==> src/rtl/eth_cmd_pkg.sv <==
// Shared types, constants and small helpers for the Ethernet command receive path.
package eth_cmd_pkg;

  typedef enum logic [2:0] {
    IDLE     = 3'd0,
    PREAMBLE = 3'd1,
    HEADER   = 3'd2,
    PAYLOAD  = 3'd3,
    CHECK    = 3'd4,
    DROP     = 3'd5
  } rx_state_e;

  localparam logic [7:0]  PREAMBLE_BYTE = 8'h55;
  localparam logic [7:0]  SFD_BYTE      = 8'hD5;
  localparam logic [31:0] CRC_RESIDUE   = 32'hC704DD7B;
  localparam logic [31:0] CRC_POLY_REFL = 32'hEDB88320;
  localparam int          MIN_LEN       = 64;
  localparam logic [47:0] BCAST         = 48'hFFFF_FFFF_FFFF;

  localparam logic [7:0] OP_ARM   = 8'h01;
  localparam logic [7:0] OP_START = 8'h02;
  localparam logic [7:0] OP_STOP  = 8'h03;

  // Byte idx of a MAC address in wire order (idx 0 is the first byte sent).
  function automatic logic [7:0] mac_byte(input logic [47:0] mac, input logic [2:0] idx);
    logic [7:0] b;
    case (idx)
      3'd0:    b = mac[47:40];
      3'd1:    b = mac[39:32];
      3'd2:    b = mac[31:24];
      3'd3:    b = mac[23:16];
      3'd4:    b = mac[15:8];
      3'd5:    b = mac[7:0];
      default: b = 8'h00;
    endcase
    return b;
  endfunction

  function automatic logic [31:0] bit_rev32(input logic [31:0] v);
    logic [31:0] r;
    for (int i = 0; i < 32; i++) begin
      r[i] = v[31-i];
    end
    return r;
  endfunction

  function automatic logic [15:0] sat_inc16(input logic [15:0] v);
    return (v == 16'hFFFF) ? v : v + 16'd1;
  endfunction

endpackage

==> src/rtl/eth_cmd_rx_if.sv <==
// Byte-stream input and decoded-command/status output bundle of the command receiver.
interface eth_cmd_rx_if;
  logic [7:0]  rx_data;
  logic        rx_dv;
  logic        rx_er;
  logic        cmd_valid;
  logic [7:0]  cmd_op;
  logic [31:0] cmd_arg;
  logic        busy;
  logic [15:0] good_cnt;
  logic [15:0] bad_cnt;

  modport master (
    output rx_data, rx_dv, rx_er,
    input  cmd_valid, cmd_op, cmd_arg, busy, good_cnt, bad_cnt
  );

  modport slave (
    input  rx_data, rx_dv, rx_er,
    output cmd_valid, cmd_op, cmd_arg, busy, good_cnt, bad_cnt
  );
endinterface

==> src/rtl/crc32_d8.sv <==
// Combinational IEEE 802.3 reflected CRC-32 update for one byte, LSB of d first.
module crc32_d8
  import eth_cmd_pkg::*;
(
  input  logic [31:0] crc_in,
  input  logic [7:0]  d,
  output logic [31:0] crc_out
);

  logic [31:0] c_s;

  // Eight serial shift steps unrolled into one byte per clock.
  always_comb begin
    c_s = crc_in;
    for (int i = 0; i < 8; i++) begin
      if (c_s[0] ^ d[i]) begin
        c_s = (c_s >> 1) ^ CRC_POLY_REFL;
      end else begin
        c_s = c_s >> 1;
      end
    end
    crc_out = c_s;
  end

endmodule

==> src/rtl/eth_cmd_rx.sv <==
// Receive-side command frame decoder: parses RGMII bytes, filters DA/EtherType,
// checks length and FCS, and emits one opcode + argument per good frame.
module eth_cmd_rx
  import eth_cmd_pkg::*;
#(
  parameter logic [47:0] MAC_ADDR  = 48'h000A_3500_0102,
  parameter logic [15:0] ETHERTYPE = 16'h88B5,
  parameter int          MAX_LEN   = 1518
) (
  input  logic        clk,
  input  logic        rst,
  eth_cmd_rx_if.slave bus
);

  rx_state_e   state_r;
  logic        busy_r;
  logic [10:0] byte_cnt_r;
  logic [2:0]  pre_cnt_r;
  logic [31:0] crc_r;
  logic        err_r;
  logic        silent_r;
  logic        seen_idle_r;
  logic        ucast_r;
  logic        bcast_r;
  logic [7:0]  op_shadow_r;
  logic [31:0] arg_shadow_r;
  logic        cmd_valid_r;
  logic [7:0]  cmd_op_r;
  logic [31:0] cmd_arg_r;
  logic [15:0] good_cnt_r;
  logic [15:0] bad_cnt_r;

  logic [31:0] crc_next_s;
  logic [10:0] byte_cnt_inc_s;
  logic        ucast_hit_s;
  logic        bcast_hit_s;
  logic [7:0]  et_byte_s;
  logic        frame_ok_s;

  crc32_d8 u_crc (
    .crc_in  (crc_r),
    .d       (bus.rx_data),
    .crc_out (crc_next_s)
  );

  // Per-byte address/EtherType matches and the end-of-frame verdict.
  always_comb begin
    ucast_hit_s = ucast_r && (bus.rx_data == mac_byte(MAC_ADDR, byte_cnt_r[2:0]));
    bcast_hit_s = bcast_r && (bus.rx_data == mac_byte(BCAST, byte_cnt_r[2:0]));
    if (byte_cnt_r[0]) begin
      et_byte_s = ETHERTYPE[7:0];
    end else begin
      et_byte_s = ETHERTYPE[15:8];
    end
    byte_cnt_inc_s = (byte_cnt_r == 11'h7FF) ? byte_cnt_r : byte_cnt_r + 11'd1;
    // The reflected register holds the residue bit-reversed relative to the MSB-first constant.
    frame_ok_s = (bit_rev32(crc_r) == CRC_RESIDUE) &&
                 (byte_cnt_r >= 11'(MIN_LEN)) &&
                 (byte_cnt_r <= 11'(MAX_LEN)) &&
                 !err_r;
  end

  // Frame parser FSM with registered command and counter outputs.
  always_ff @(posedge clk or posedge rst) begin
    if (rst) begin
      state_r      <= IDLE;
      busy_r       <= 1'b0;
      byte_cnt_r   <= 11'd0;
      pre_cnt_r    <= 3'd0;
      crc_r        <= 32'hFFFF_FFFF;
      err_r        <= 1'b0;
      silent_r     <= 1'b0;
      seen_idle_r  <= 1'b0;
      ucast_r      <= 1'b0;
      bcast_r      <= 1'b0;
      op_shadow_r  <= 8'h00;
      arg_shadow_r <= 32'h0000_0000;
      cmd_valid_r  <= 1'b0;
      cmd_op_r     <= 8'h00;
      cmd_arg_r    <= 32'h0000_0000;
      good_cnt_r   <= 16'h0000;
      bad_cnt_r    <= 16'h0000;
    end else begin
      cmd_valid_r <= 1'b0;
      if (bus.rx_dv && bus.rx_er &&
          ((state_r == PREAMBLE) || (state_r == HEADER) || (state_r == PAYLOAD))) begin
        err_r <= 1'b1;
      end

      case (state_r)
        IDLE: begin
          // After reset the tail of an interrupted frame must pass before arming.
          if (!seen_idle_r) begin
            seen_idle_r <= !bus.rx_dv;
          end else if (bus.rx_dv) begin
            state_r   <= PREAMBLE;
            busy_r    <= 1'b1;
            pre_cnt_r <= 3'd1;
            err_r     <= 1'b0;
            silent_r  <= 1'b0;
          end
        end

        PREAMBLE: begin
          if (!bus.rx_dv) begin
            bad_cnt_r <= sat_inc16(bad_cnt_r);
            state_r   <= IDLE;
            busy_r    <= 1'b0;
          end else if (bus.rx_data == SFD_BYTE) begin
            state_r    <= HEADER;
            byte_cnt_r <= 11'd0;
            crc_r      <= 32'hFFFF_FFFF;
            ucast_r    <= 1'b1;
            bcast_r    <= 1'b1;
          end else if ((bus.rx_data == PREAMBLE_BYTE) && (pre_cnt_r != 3'd7)) begin
            pre_cnt_r <= pre_cnt_r + 3'd1;
          end else begin
            state_r <= DROP;
          end
        end

        HEADER: begin
          if (!bus.rx_dv) begin
            bad_cnt_r <= sat_inc16(bad_cnt_r);
            state_r   <= IDLE;
            busy_r    <= 1'b0;
          end else begin
            byte_cnt_r <= byte_cnt_inc_s;
            crc_r      <= crc_next_s;
            if (byte_cnt_r < 11'd6) begin
              ucast_r <= ucast_hit_s;
              bcast_r <= bcast_hit_s;
              if (!ucast_hit_s && !bcast_hit_s) begin
                silent_r <= 1'b1;
                state_r  <= DROP;
              end
            end else if (byte_cnt_r >= 11'd12) begin
              if (bus.rx_data != et_byte_s) begin
                silent_r <= 1'b1;
                state_r  <= DROP;
              end else if (byte_cnt_r == 11'd13) begin
                state_r <= PAYLOAD;
              end
            end
          end
        end

        PAYLOAD: begin
          if (!bus.rx_dv) begin
            state_r <= CHECK;
          end else if (byte_cnt_r >= 11'(MAX_LEN)) begin
            state_r <= DROP;
          end else begin
            byte_cnt_r <= byte_cnt_inc_s;
            crc_r      <= crc_next_s;
            if (byte_cnt_r == 11'd14) begin
              op_shadow_r <= bus.rx_data;
            end
            if ((byte_cnt_r >= 11'd15) && (byte_cnt_r <= 11'd18)) begin
              arg_shadow_r <= {arg_shadow_r[23:0], bus.rx_data};
            end
          end
        end

        CHECK: begin
          if (frame_ok_s) begin
            cmd_valid_r <= 1'b1;
            cmd_op_r    <= op_shadow_r;
            cmd_arg_r   <= arg_shadow_r;
            good_cnt_r  <= sat_inc16(good_cnt_r);
          end else begin
            bad_cnt_r <= sat_inc16(bad_cnt_r);
          end
          state_r <= IDLE;
          busy_r  <= 1'b0;
        end

        DROP: begin
          if (!bus.rx_dv) begin
            if (!silent_r) begin
              bad_cnt_r <= sat_inc16(bad_cnt_r);
            end
            state_r <= IDLE;
            busy_r  <= 1'b0;
          end
        end

        default: begin
          state_r <= IDLE;
          busy_r  <= 1'b0;
        end
      endcase
    end
  end

  assign bus.cmd_valid = cmd_valid_r;
  assign bus.cmd_op    = cmd_op_r;
  assign bus.cmd_arg   = cmd_arg_r;
  assign bus.busy      = busy_r;
  assign bus.good_cnt  = good_cnt_r;
  assign bus.bad_cnt   = bad_cnt_r;

endmodule

==> src/flat_wrapper.sv <==
// flat-port wrapper written by rule: the top's interface ports become plain ports
module eth_cmd_rx_flat import eth_cmd_pkg::*;
#(
  parameter logic [47:0] MAC_ADDR  = 48'h000A_3500_0102,
  parameter logic [15:0] ETHERTYPE = 16'h88B5,
  parameter int          MAX_LEN   = 1518
)
  (clk, rst, bus_rx_data, bus_rx_dv, bus_rx_er, bus_cmd_valid, bus_cmd_op, bus_cmd_arg, bus_busy, bus_good_cnt, bus_bad_cnt);
  eth_cmd_rx_if bus_i ();
  input  logic clk;
  input  logic rst;
  input wire logic [$bits(bus_i.rx_data)-1:0] bus_rx_data;
  input wire logic [$bits(bus_i.rx_dv)-1:0] bus_rx_dv;
  input wire logic [$bits(bus_i.rx_er)-1:0] bus_rx_er;
  output wire logic [$bits(bus_i.cmd_valid)-1:0] bus_cmd_valid;
  output wire logic [$bits(bus_i.cmd_op)-1:0] bus_cmd_op;
  output wire logic [$bits(bus_i.cmd_arg)-1:0] bus_cmd_arg;
  output wire logic [$bits(bus_i.busy)-1:0] bus_busy;
  output wire logic [$bits(bus_i.good_cnt)-1:0] bus_good_cnt;
  output wire logic [$bits(bus_i.bad_cnt)-1:0] bus_bad_cnt;
  assign bus_i.rx_data = bus_rx_data;
  assign bus_i.rx_dv = bus_rx_dv;
  assign bus_i.rx_er = bus_rx_er;
  assign bus_cmd_valid = bus_i.cmd_valid;
  assign bus_cmd_op = bus_i.cmd_op;
  assign bus_cmd_arg = bus_i.cmd_arg;
  assign bus_busy = bus_i.busy;
  assign bus_good_cnt = bus_i.good_cnt;
  assign bus_bad_cnt = bus_i.bad_cnt;
  eth_cmd_rx #(.MAC_ADDR(MAC_ADDR), .ETHERTYPE(ETHERTYPE), .MAX_LEN(MAX_LEN)) u_core (.clk(clk), .rst(rst), .bus(bus_i));
endmodule
==> config.mk <==
export PLATFORM = sky130hd
export DESIGN_NAME = eth_cmd_rx_flat
export DESIGN_NICKNAME = d
export VERILOG_FILES = /design/src/rtl/eth_cmd_pkg.sv /design/src/rtl/eth_cmd_rx_if.sv /design/src/rtl/crc32_d8.sv /design/src/rtl/eth_cmd_rx.sv /design/src/flat_wrapper.sv
export SDC_FILE = /design/constraint.sdc
export NUM_CORES = 1
export LEC_CHECK = 0
export BUFFER_PORTS_ARGS = -buffer_cell sky130_fd_sc_hd__buf_2
export CORE_MARGIN = 4
export CORE_UTILIZATION = 25
export DETAILED_ROUTE_END_ITERATION = 7
export PLACE_DENSITY = 0.41
export SLEW_MARGIN = 5
export SYNTH_ARGS = -nofsm -noshare
export SYNTH_HDL_FRONTEND = slang
export SYNTH_HIERARCHICAL = 1
export SYNTH_SLANG_ARGS = --single-unit
==> constraint.sdc <==
create_clock -name clk -period 5.15 [get_ports clk]
set_clock_uncertainty 0.05 [all_clocks]
set_input_delay 0.515 -clock clk [delete_from_list [all_inputs] [get_ports clk]]
set_output_delay 0.515 -clock clk [all_outputs]
set_load 0.03 [all_outputs]
==> impl_metrics.tcl, run 1 <==
set metrics [dict create \
    cts_buffers 17 \
    std_cell_rows 67 \
    hold_buffers 0 \
    multiInputGateArea_sq_um 4120 \
    ant_nets 0 \
    async_reset_ff_frac 1.000 \
    seq_area_frac_synth 0.4955 \
    period_share 0.6803 \
    vias 5832 \
    final-seq-area_sq_um 4244 \
    leakagePower_uw 0.004525 \
    drive_above_1_share 0.3121 \
    slew_headroom 0.2297 \
    p_per_area_nw_per_um2 411.8 \
    cts.path.max_buffers 2 \
    path_cells "nand2b_2, nor4_1, o2111ai_4, mux2_2" \
    ys_warn_count 6 \
    cp.required_ns 5.41 \
    io_pins 86 \
    syn_avg_cell_area_sq_um 11.36 \
    drc_errors 0 \
    antenna_cells 0 \
    synthXorXnorAreaFrac 0.1236 \
    die_x_um 193.1 \
    grtUsageTotal 0.1191 \
    worstMarginPinSlew_ns 1.155 \
    synth_flop_cell "dfrtp_1" \
    path_depth 4 \
    setup_viol 0 \
    routedWlPerCell_um 16.73 \
    crit_type "reg2reg" \
    max_freq_mhz 285.4 \
    clk_pin_slew_ns 0.07 \
    status "finished clean" \
    first_pass_iters 4 \
    fin_crit_ns 3.504 \
    crit_arrival_ns 3.76 \
    rr_worst_depth 4 \
    first_iter_violations 320 \
    slowest_delay_ns 0.78 \
    antenna_found_initial 0 \
    cts_resized 0 \
    cp_max_fo 38 \
    ys_ff_latch 168 \
    crit_family "simple AND/OR/NAND/NOR gates" \
    timing.critical_path.buf_inv 0 \
    synth_edf_count 0 \
    dieArea_sq_um 37290 \
    nNetsFinal 841 \
    instances_no_fill 1281 \
    post-cts-setup-buffers 0 \
    post_dp_cell_area_sq_um 9439 \
    fin_area_sq_um 10000 \
    cap_viol_max_count 0 \
    nFillCells 3565 \
    fin_tns_setup_ns 0 \
    final_cell_mix "dfrtp_1 (136), buf_2 (85), mux2_2 (84)" \
    tritoncts "done" \
    grt_pass1_vias 5967 \
    clock_latency_ns 0.43 \
    synth_fp_nets 774 \
    irDropWorstVdd_mv 0.2277 \
    end_kind "register" \
    yosysUniqueCellTypes 67 \
    routed_wl_um 21430 \
    grt_max_degree 88 \
    core-area_sq_um 33700 \
    start_util 0.2542 \
    synthSimpleGateAreaFrac 0.1461 \
    synth_compound_area_frac 0.08443 \
    cts_root_buf "clkbuf_16" \
    syn_inst 754 \
    hpwl_um 14760 \
    grt_overflow 0 \
    place.gp.congestion 0.7715 \
    drv_slew 0 \
    worstSetupStartpointType "register" \
    io_buffers 85 \
    hold_violations 0 \
    vias_per_cell 4.553 \
    synth_fa_ha_area_frac 0.01169 \
    grt_pass1_wl_um 35030 \
    setup_slack_ns 1.646 \
    synth_top_family_by_area "simple AND/OR/NAND/NOR gates" \
    dp.cells 1250 \
    die_h_um 193.1 \
    synthesis.area_sq_um 8566 \
    htree_levels 4 \
    cp_slowest_cell "nor4_1" \
    pre_cts_ws_ns 1.531 \
    hold_path.class "in2async" \
    area_growth_pct 16.80 \
    synthMuxAreaShare 0.1128 \
    clock-sinks 168 \
    rsz0062_at_grt "false" \
    final_common_cell "dfrtp_1" \
]
[sequential cells by signal, indices dropped and copies added (netlist names)]
name                  flops
u_core/arg_shadow_r      32
u_core/bus.cmd_arg       32
u_core/crc_r             32
u_core/bus.bad_cnt       16
u_core/bus.good_cnt      16
u_core/byte_cnt_r        11
u_core/bus.cmd_op         8
u_core/op_shadow_r        8
u_core/pre_cnt_r          3
u_core/state_r            3
u_core/bcast_r            1
u_core/bus.busy           1
u_core/bus.cmd_valid      1
u_core/err_r              1
u_core/seen_idle_r        1
u_core/silent_r           1
u_core/ucast_r            1
[path summary, 6_finish.rpt]
path	start	end	slack, ns
setup / recovery	u_core/state_r[2]	u_core/arg_shadow_r[17]	1.65
hold / removal	rst	u_core/bus.cmd_arg[18]	0.19
setup reg to reg	u_core/state_r[2]	u_core/arg_shadow_r[17]	1.65
hold reg to reg	u_core/silent_r	u_core/silent_r	0.43
max in group asynchronous	rst	u_core/silent_r	3.92
min in group clk	bus_rx_er	u_core/err_r	0.37
[power breakdown]
| group | switching (uW) | leakage [uW] | internal [uW] |
|---|---|---|---|
| sequential | 203 | 0.00220 | 1500 |
| combinational | 621 | 0.00206 | 533 |
| clock | 581 | 0.000267 | 678 |
[final cells by class]
class | instances | share of cell area
clock buffer | 17 | 0.04252
clock inverter | 14 | 0.01401
inverter | 13 | 0.005378
multi-input combinational | 533 | 0.4118
sequential | 168 | 0.4242
tap | 448 | 0.05603
timing repair buffer | 88 | 0.04602
[layer usage]
layer	vias up	GRT usage	part of all wire
met3	15	0.02359	0.042
met4	0	0.03431	0.013
met2	109	0.1826	0.46
met1	2890	0.1713	0.49
met5	-	0	0
li1	2818	-	-
[cells by family (layout without fill, tap and decap cells)]
family | count (synthesis) | count (layout)
and+or+nand+nor | 227 | 227
DFF | 168 | 168
AOI/OAI and AO/OA | 109 | 109
xor gates and xnor gates | 103 | 103
muxes | 86 | 86
buffers and inverters | 53 | 132
adders and majority gates | 8 | 8
[metrics by stage]
step,util,hold slack (ns),power [uW]
detailed placement,0.2801,0.4203,2898
global placement,0.2801,0.4208,2898
finish,0.2969,0.1925,4120
CTS,0.2969,0.2290,4194
floorplan,-,0.4000,2626
global route,0.2969,0.2520,4395
[cell usage after synthesis, types with 5 or more instances]
master    instances  share of area
xor2_2            5         0.0095
nor2b_1           5         0.0037
nor4_1            8         0.0058
a21oi_1          44          0.026
ha_1              8          0.012
mux2_2           84           0.11
buf_2             7         0.0041
and2_1            8         0.0058
nand4b_1          7         0.0072
and3_1           13         0.0095
xnor2_2           5         0.0095
o21ai_0          19          0.011
a31oi_1          10         0.0073
xor2_1           14          0.014
inv_1            13         0.0057
nand2_1          26          0.011
nand3_1          16         0.0093
clkbuf_1         27          0.012
nor2_1           83          0.036
xnor2_1          74          0.076
dfrtp_1         136           0.40
dfstp_2          32          0.098
nand4_1          28          0.020
[worst reg2reg max path, stage by stage, from the launching register on]
cell       delay (ns)
dfrtp_1          0.59
nand2b_2         0.67
nor4_1           0.79
o2111ai_4        0.75
mux2_2           0.54
Note: power is estimated with default switching activity, not from simulation.
==> run 2, diff against run 1 <==
--- a/config.mk
+++ b/config.mk
@@ -9,7 +9,7 @@
 export CORE_MARGIN = 4
 export CORE_UTILIZATION = 25
 export DETAILED_ROUTE_END_ITERATION = 7
-export PLACE_DENSITY = 0.41
+export PLACE_DENSITY = 0.39
 export SLEW_MARGIN = 5
 export SYNTH_ARGS = -nofsm -noshare
 export SYNTH_HDL_FRONTEND = slang
==> constraint.sdc (replaced) <==
create_clock -name clk -period 3.49 [get_ports clk]
set_clock_uncertainty 0.05 [all_clocks]
set_input_delay 0.349 -clock clk [delete_from_list [all_inputs] [get_ports clk]]
set_output_delay 0.349 -clock clk [all_outputs]
set_load 0.03 [all_outputs]
==> impl_metrics.tcl, run 2 (same netlist as run 1, synthesis figures left out) <==
set metrics [dict create \
    start_util 0.2542 \
    clock-sinks 168 \
    die_x_um 193.1 \
    vias_per_cell 4.546 \
    grtUsageTotal 0.1241 \
    drv_slew 0 \
    clock_latency_ns 0.45 \
    fin_tns_setup_ns 0 \
    grt_overflow 0 \
    status "finished clean" \
    die_h_um 193.1 \
    slew_headroom 0.4459 \
    path_cells "or4b_2, nor4_1, nand4_1, nor3_1, nand3_1, xnor2_1" \
    endpoint "u_core/bus.good_cnt[13]" \
    rr_worst_depth 6 \
    wl_met1_um 11110 \
    antenna_cells 0 \
    drive_above_1_share 0.3208 \
    path_depth 6 \
    worstMarginPinSlew_ns 0.8293 \
    grt_max_degree 70 \
    vias 5892 \
    area_growth_pct 18.26 \
    fin_util 0.3006 \
    post-cts-setup-buffers 0 \
    std_cell_rows 67 \
    worstReg2RegEnd "u_core/bus.good_cnt[13]" \
    irDropWorstVdd_mv 0.3966 \
    hold_violations 0 \
    setup_slack_ns 0.5637 \
    slowest_delay_ns 0.61 \
    final_common_cell "dfrtp_1" \
    met3RoutedLength_um 924 \
    cp_max_fo 5 \
    drc_errors 0 \
    ant_nets 0 \
    tritoncts "done" \
    hold_buffers 0 \
    fin_crit_ns 2.926 \
    nNetsFinal 855 \
    final_cell_mix "dfrtp_1 (136), buf_2 (85), mux2_2 (84)" \
    leakagePower_uw 0.004596 \
    first_pass_iters 4 \
    crit_type "reg2reg" \
    cp_slowest_cell "nor3_1" \
    max_freq_mhz 341.7 \
    cts_resized 0 \
    cts_root_buf "clkbuf_16" \
    dieArea_sq_um 37290 \
    end_kind "register" \
    htree_levels 4 \
    worstSetupStartpointType "register" \
    grt_pass1_wl_um 35840 \
    routedWlPerCell_um 17.33 \
    hold_path.class "in2async" \
    rrSetupSlack_ns 0.56 \
    cts_buffers 17 \
    top_layer_used "met4" \
    core-area_sq_um 33700 \
    pre_cts_ws_ns 0.5601 \
    timing.critical_path.from "u_core/crc_r[1]" \
    cts.path.max_buffers 2 \
    setup_viol 0 \
    place.gp.congestion 0.8308 \
    rsz0062_at_grt "false" \
    hpwl_um 15480 \
    period_share 0.8385 \
    grt_pass1_vias 5930 \
    io_buffers 85 \
    clk_pin_slew_ns 0.07 \
    met2_length_um 10080 \
    first_iter_violations 364 \
    crit_family "simple AND/OR/NAND/NOR gates" \
    timing.critical_path.buf_inv 0 \
    routed_wl_um 22460 \
    io_pins 86 \
    cap_viol_max_count 0 \
    cp.required_ns 3.76 \
    antenna_found_initial 0 \
    nFillCells 3559 \
    crit_arrival_ns 3.20 \
    r2r-start "u_core/crc_r[1]" \
    p_per_area_nw_per_um2 596.1 \
]
-- run 2: cell types whose count changed in the layout (fill, tap and decap cells not counted) --
cell	previous run	this run
clkbuf_1	0	2
inv_6	7	2
buf_4	2	12
clkinv_4	0	3
nand2b_2	1	0
buf_12	1	5
bufinv_16	1	0
clkinv_2	1	3
clkbuf_8	0	1
nand2b_1	2	3
inv_8	2	1
-- run 2: routing by layer --
layer / global-route usage / vias up
li1: - / 2850
met1: 0.1765 / 2926
met2: 0.1872 / 97
met3: 0.02593 / 19
met4: 0.04466 / 0
met5: 0 / -
-- run 2: report_power, final --
group / internal, uW / switching [uW]
clock network: 936 / 835
registers: 2220 / 281
logic: 817 / 951
total: 3970 / 2070
-- run 2: worst min path at each step --
| stage | from | end | cells after the start |
|---|---|---|---|
| finish | rst | u_core/bus.cmd_arg[8] | 2 |
| global route | rst | u_core/bus.cmd_arg[8] | 2 |
| CTS | rst | u_core/bus.cmd_arg[8] | 2 |
| detailed placement | u_core/silent_r | u_core/silent_r | 1 |
| global placement | u_core/silent_r | u_core/silent_r | 1 |
| floorplan | u_core/silent_r | u_core/silent_r | 1 |
-- run 2: area by class of cell --
class | count | area, sq um | area share
Tap cell | 448 | 560.5 | 0.05534
Timing Repair Buffer | 102 | 615.6 | 0.06077
Clock buffer | 20 | 446.7 | 0.04410
Clock inverter | 12 | 92.59 | 0.009140
Multi-Input combinational cell | 533 | 4118 | 0.4065
Sequential cell | 168 | 4244 | 0.4190
Inverter | 13 | 52.55 | 0.005188
-- run 2: per-stage QoR --
step | power [uW] | cell area, sq um | hold slack, ns | instances
after floorplan | 3876 | 8569 | 0.4000 | 754
after global placement | 4342 | 9590 | 0.4163 | 1264
after detailed placement | 4321 | 9590 | 0.4179 | 1264
after CTS | 6157 | 10130 | 0.02242 | 1296
after global routing | 6423 | 10130 | 0.06522 | 1296
final | 6039 | 10130 | 0.01335 | 1296
==> run 3, diff against run 2 <==
--- a/config.mk
+++ b/config.mk
@@ -5,11 +5,12 @@
 export SDC_FILE = /design/constraint.sdc
 export NUM_CORES = 1
 export LEC_CHECK = 0
+export ABC_AREA = 1
 export BUFFER_PORTS_ARGS = -buffer_cell sky130_fd_sc_hd__buf_2
 export CORE_MARGIN = 4
 export CORE_UTILIZATION = 25
 export DETAILED_ROUTE_END_ITERATION = 7
-export PLACE_DENSITY = 0.39
+export PLACE_DENSITY = 0.4
 export SLEW_MARGIN = 5
 export SYNTH_ARGS = -nofsm -noshare
 export SYNTH_HDL_FRONTEND = slang
==> constraint.sdc (replaced) <==
create_clock -name clk -period 2.55 [get_ports clk]
set_clock_uncertainty 0.05 [all_clocks]
set_input_delay 0.255 -clock clk [delete_from_list [all_inputs] [get_ports clk]]
set_output_delay 0.255 -clock clk [all_outputs]
set_load 0.03 [all_outputs]
==> impl_metrics.tcl, run 3 <==
set metrics [dict create \
    cap_viol_max_count 0 \
    min_path_cells 3 \
    slew_headroom 0.6009 \
    worstHoldStart "bus_rx_er" \
    drc_errors 0 \
    synth_fp_nets 1294 \
    rsz0062_at_grt "false" \
    grt_overflow 0 \
    cts.path.max_buffers 2 \
    final_common_cell "nand2_1" \
    end_kind "register" \
    fin_crit_ns 2.117 \
    antenna_found_initial 0 \
    synth.most_common_cell "nand2_1" \
    p_int_uw 5296 \
    pwr-share-comb 0.318 \
    synthesis.area_sq_um 9958 \
    hpwl_um 20880 \
    switchingPower_uw 3383 \
    worstReg2RegEnd "u_core/bus.cmd_arg[6]" \
    path_depth 10 \
    io_buffers 85 \
    rrSetupSlack_ns 0.43 \
    dieArea_sq_um 43090 \
    r2r-start "u_core/byte_cnt_r[7]" \
    hold_path.class "in2reg" \
    clock_latency_ns 0.44 \
    die_x_um 207.6 \
    instances_no_fill 1891 \
    htree_levels 4 \
    first_iter_violations 471 \
    hold_violations 0 \
    grt_max_degree 75 \
    io_pins 86 \
    worstMarginPinSlew_ns 0.5986 \
    leakagePower_uw 0.005561 \
    setup_viol 0 \
    crit_type "reg2reg" \
    irDropWorstVdd_mv 0.4406 \
    final_cell_mix "nand2_1 (360), inv_1 (143), dfrtp_1 (136)" \
    grtUsageTotal 0.1345 \
    yosysUniqueCellTypes 47 \
    first_pass_iters 5 \
    status "finished clean" \
    slowest_delay_ns 0.42 \
    die_h_um 207.6 \
    start_util 0.2553 \
    cp_max_fo 64 \
    synth_top_area_frac 0.3418 \
    fin_tns_setup_ns 0 \
    drv_slew 0 \
    routedWlPerCell_um 14.93 \
    place.gp.congestion 0.7912 \
    cp.required_ns 2.86 \
    swShare 0.3898 \
    clockPowerShare 0.298 \
    async_reset_ff_frac 1.000 \
    min_to "u_core/err_r" \
    syn_inst 1274 \
    p_seq_frac 0.384 \
    post_dp_cell_area_sq_um 10970 \
    synth_flop_cell "dfrtp_1" \
    critical_path.most_common_cell "nor2_1" \
    grt_pass1_vias 8387 \
    total_power_uw 8680 \
    syn_avg_cell_area_sq_um 7.817 \
    max_freq_mhz 472.3 \
    rr_worst_depth 10 \
    cts_resized 0 \
    core-area_sq_um 39010 \
    dp.cells 1859 \
    cp_slowest_cell "dfrtp_1" \
    crit_arrival_ns 2.43 \
    tritoncts "done" \
    ant_nets 0 \
    seq_area_frac_synth 0.4262 \
    synth.area.top_cells "dfrtp_1 (34%), nand2_1 (14%), dfstp_2 (8.4%), inv_1 (5.4%), xor2_1 (4.7%)" \
    cts_buffers 17 \
    synth_edf_count 0 \
    period_share 0.8303 \
    whs_ns 0.04721 \
    timing.critical_path.buf_inv 2 \
    crit_family "simple AND/OR/NAND/NOR gates" \
    vias_per_cell 4.367 \
    ys_top_cells_by_count "nand2_1 (360), inv_1 (144), dfrtp_1 (136), nor2_1 (125), nand3_1 (70)" \
    antenna_cells 0 \
    nNetsFinal 1381 \
    ys_warn_count 6 \
    area_growth_pct 16.01 \
    drive_above_1_share 0.2054 \
    path_cells "nor2_1, nand2_1, nor2_1, nor2_1, nand3_1, inv_2, nand2_4, buf_12, nand2_1, o21ai_2" \
    vias 8258 \
    clock-sinks 168 \
    routed_wl_um 28240 \
    grt_pass1_wl_um 47000 \
    std_cell_rows 72 \
    cts_root_buf "clkbuf_16" \
    clk_pin_slew_ns 0.07 \
    ys_ff_latch 168 \
    p_per_area_nw_per_um2 751.3 \
    worstSetupStartpointType "register" \
    yosysTopAreaCell "dfrtp_1" \
    fin_area_sq_um 11550 \
]
## run 3: cell types whose count changed in the layout (fill, tap and decap cells not counted), sizes merged, moves of 23 or more
cell	delta
xnor2	-58
nor2	+52
inv	+149
nand3	+57
nand2	+373
o21ai	+109
nor3	+23
mux2	-83
xor2	+37
## run 3: worst max path at each step
stage                                     from                endpoint  slack [ns]
after floorplan                            rst  u_core/arg_shadow_r[0]        0.13
after global placement        u_core/crc_r[19]   u_core/bus.bad_cnt[3]        0.46
after detailed placement      u_core/crc_r[16]   u_core/bus.bad_cnt[3]        0.42
after CTS                     u_core/crc_r[16]   u_core/bus.bad_cnt[3]        0.40
after global routing      u_core/byte_cnt_r[0]       u_core/state_r[0]        0.24
final                     u_core/byte_cnt_r[7]   u_core/bus.cmd_arg[6]        0.43
## run 3: layout make-up
class,count,area [sq um]
Tap cell,518,648.1
Fill cell,4293,27460
Sequential cell,168,4244
Multi-Input combinational cell,917,4885
Clock buffer,18,429.2
Inverter,158,599.3
Clock inverter,13,138.9
Timing Repair Buffer,99,608.1
## run 3: power by group through the flow
stage	registers [uW]	clock network, uW	logic [uW]
after floorplan	3450	0	1970
after global placement	3380	0	2780
after detailed placement	3390	0	2770
after CTS	3340	2720	2790
after global routing	3380	2840	3130
final	3330	2590	2760
## run 3: metal layers
layer,GRT usage,vias to the layer above,part of all wire
met5,0,-,0
met4,0.03352,0,0.013
met3,0.02327,21,0.023
met2,0.2164,114,0.46
met1,0.1889,3917,0.50
li1,-,4206,-
## run 3: cells by family after synthesis
family / after synthesis / synth area share
multiplexers: 1 / 0.001131
flip-flops: 168 / 0.4262
adder cells (fa/ha/maj): 8 / 0.01005
XOR/XNOR: 79 / 0.07476
AO/OA/AOI/OAI: 162 / 0.1020
AND/OR/NAND/NOR: 667 / 0.3026
buffers and inverters: 189 / 0.08330
## run 3: through the flow
step,utilization,worst slack [ns]
after global placement,0.2813,0.4643
after detailed placement,0.2813,0.4190
after floorplan,-,0.1304
after CTS,0.2962,0.3968
after global routing,0.2962,0.2402
final,0.2962,0.4327
## run 3: timing repair
item                      4_1_cts  5_1_grt
buffers inserted                0        0
hold endpoints to repair       16        0
hold buffers                    1        0
## run 3: worst register-to-register path, cell delays in order (launching register included)
cell and delay, ns:
dfrtp_1 0.42, nor2_1 0.13, nand2_1 0.17, nor2_1 0.28, nor2_1 0.09, nand3_1 0.18
inv_2 0.10, nand2_4 0.10, buf_12 0.25, nand2_1 0.19, o21ai_2 0.07
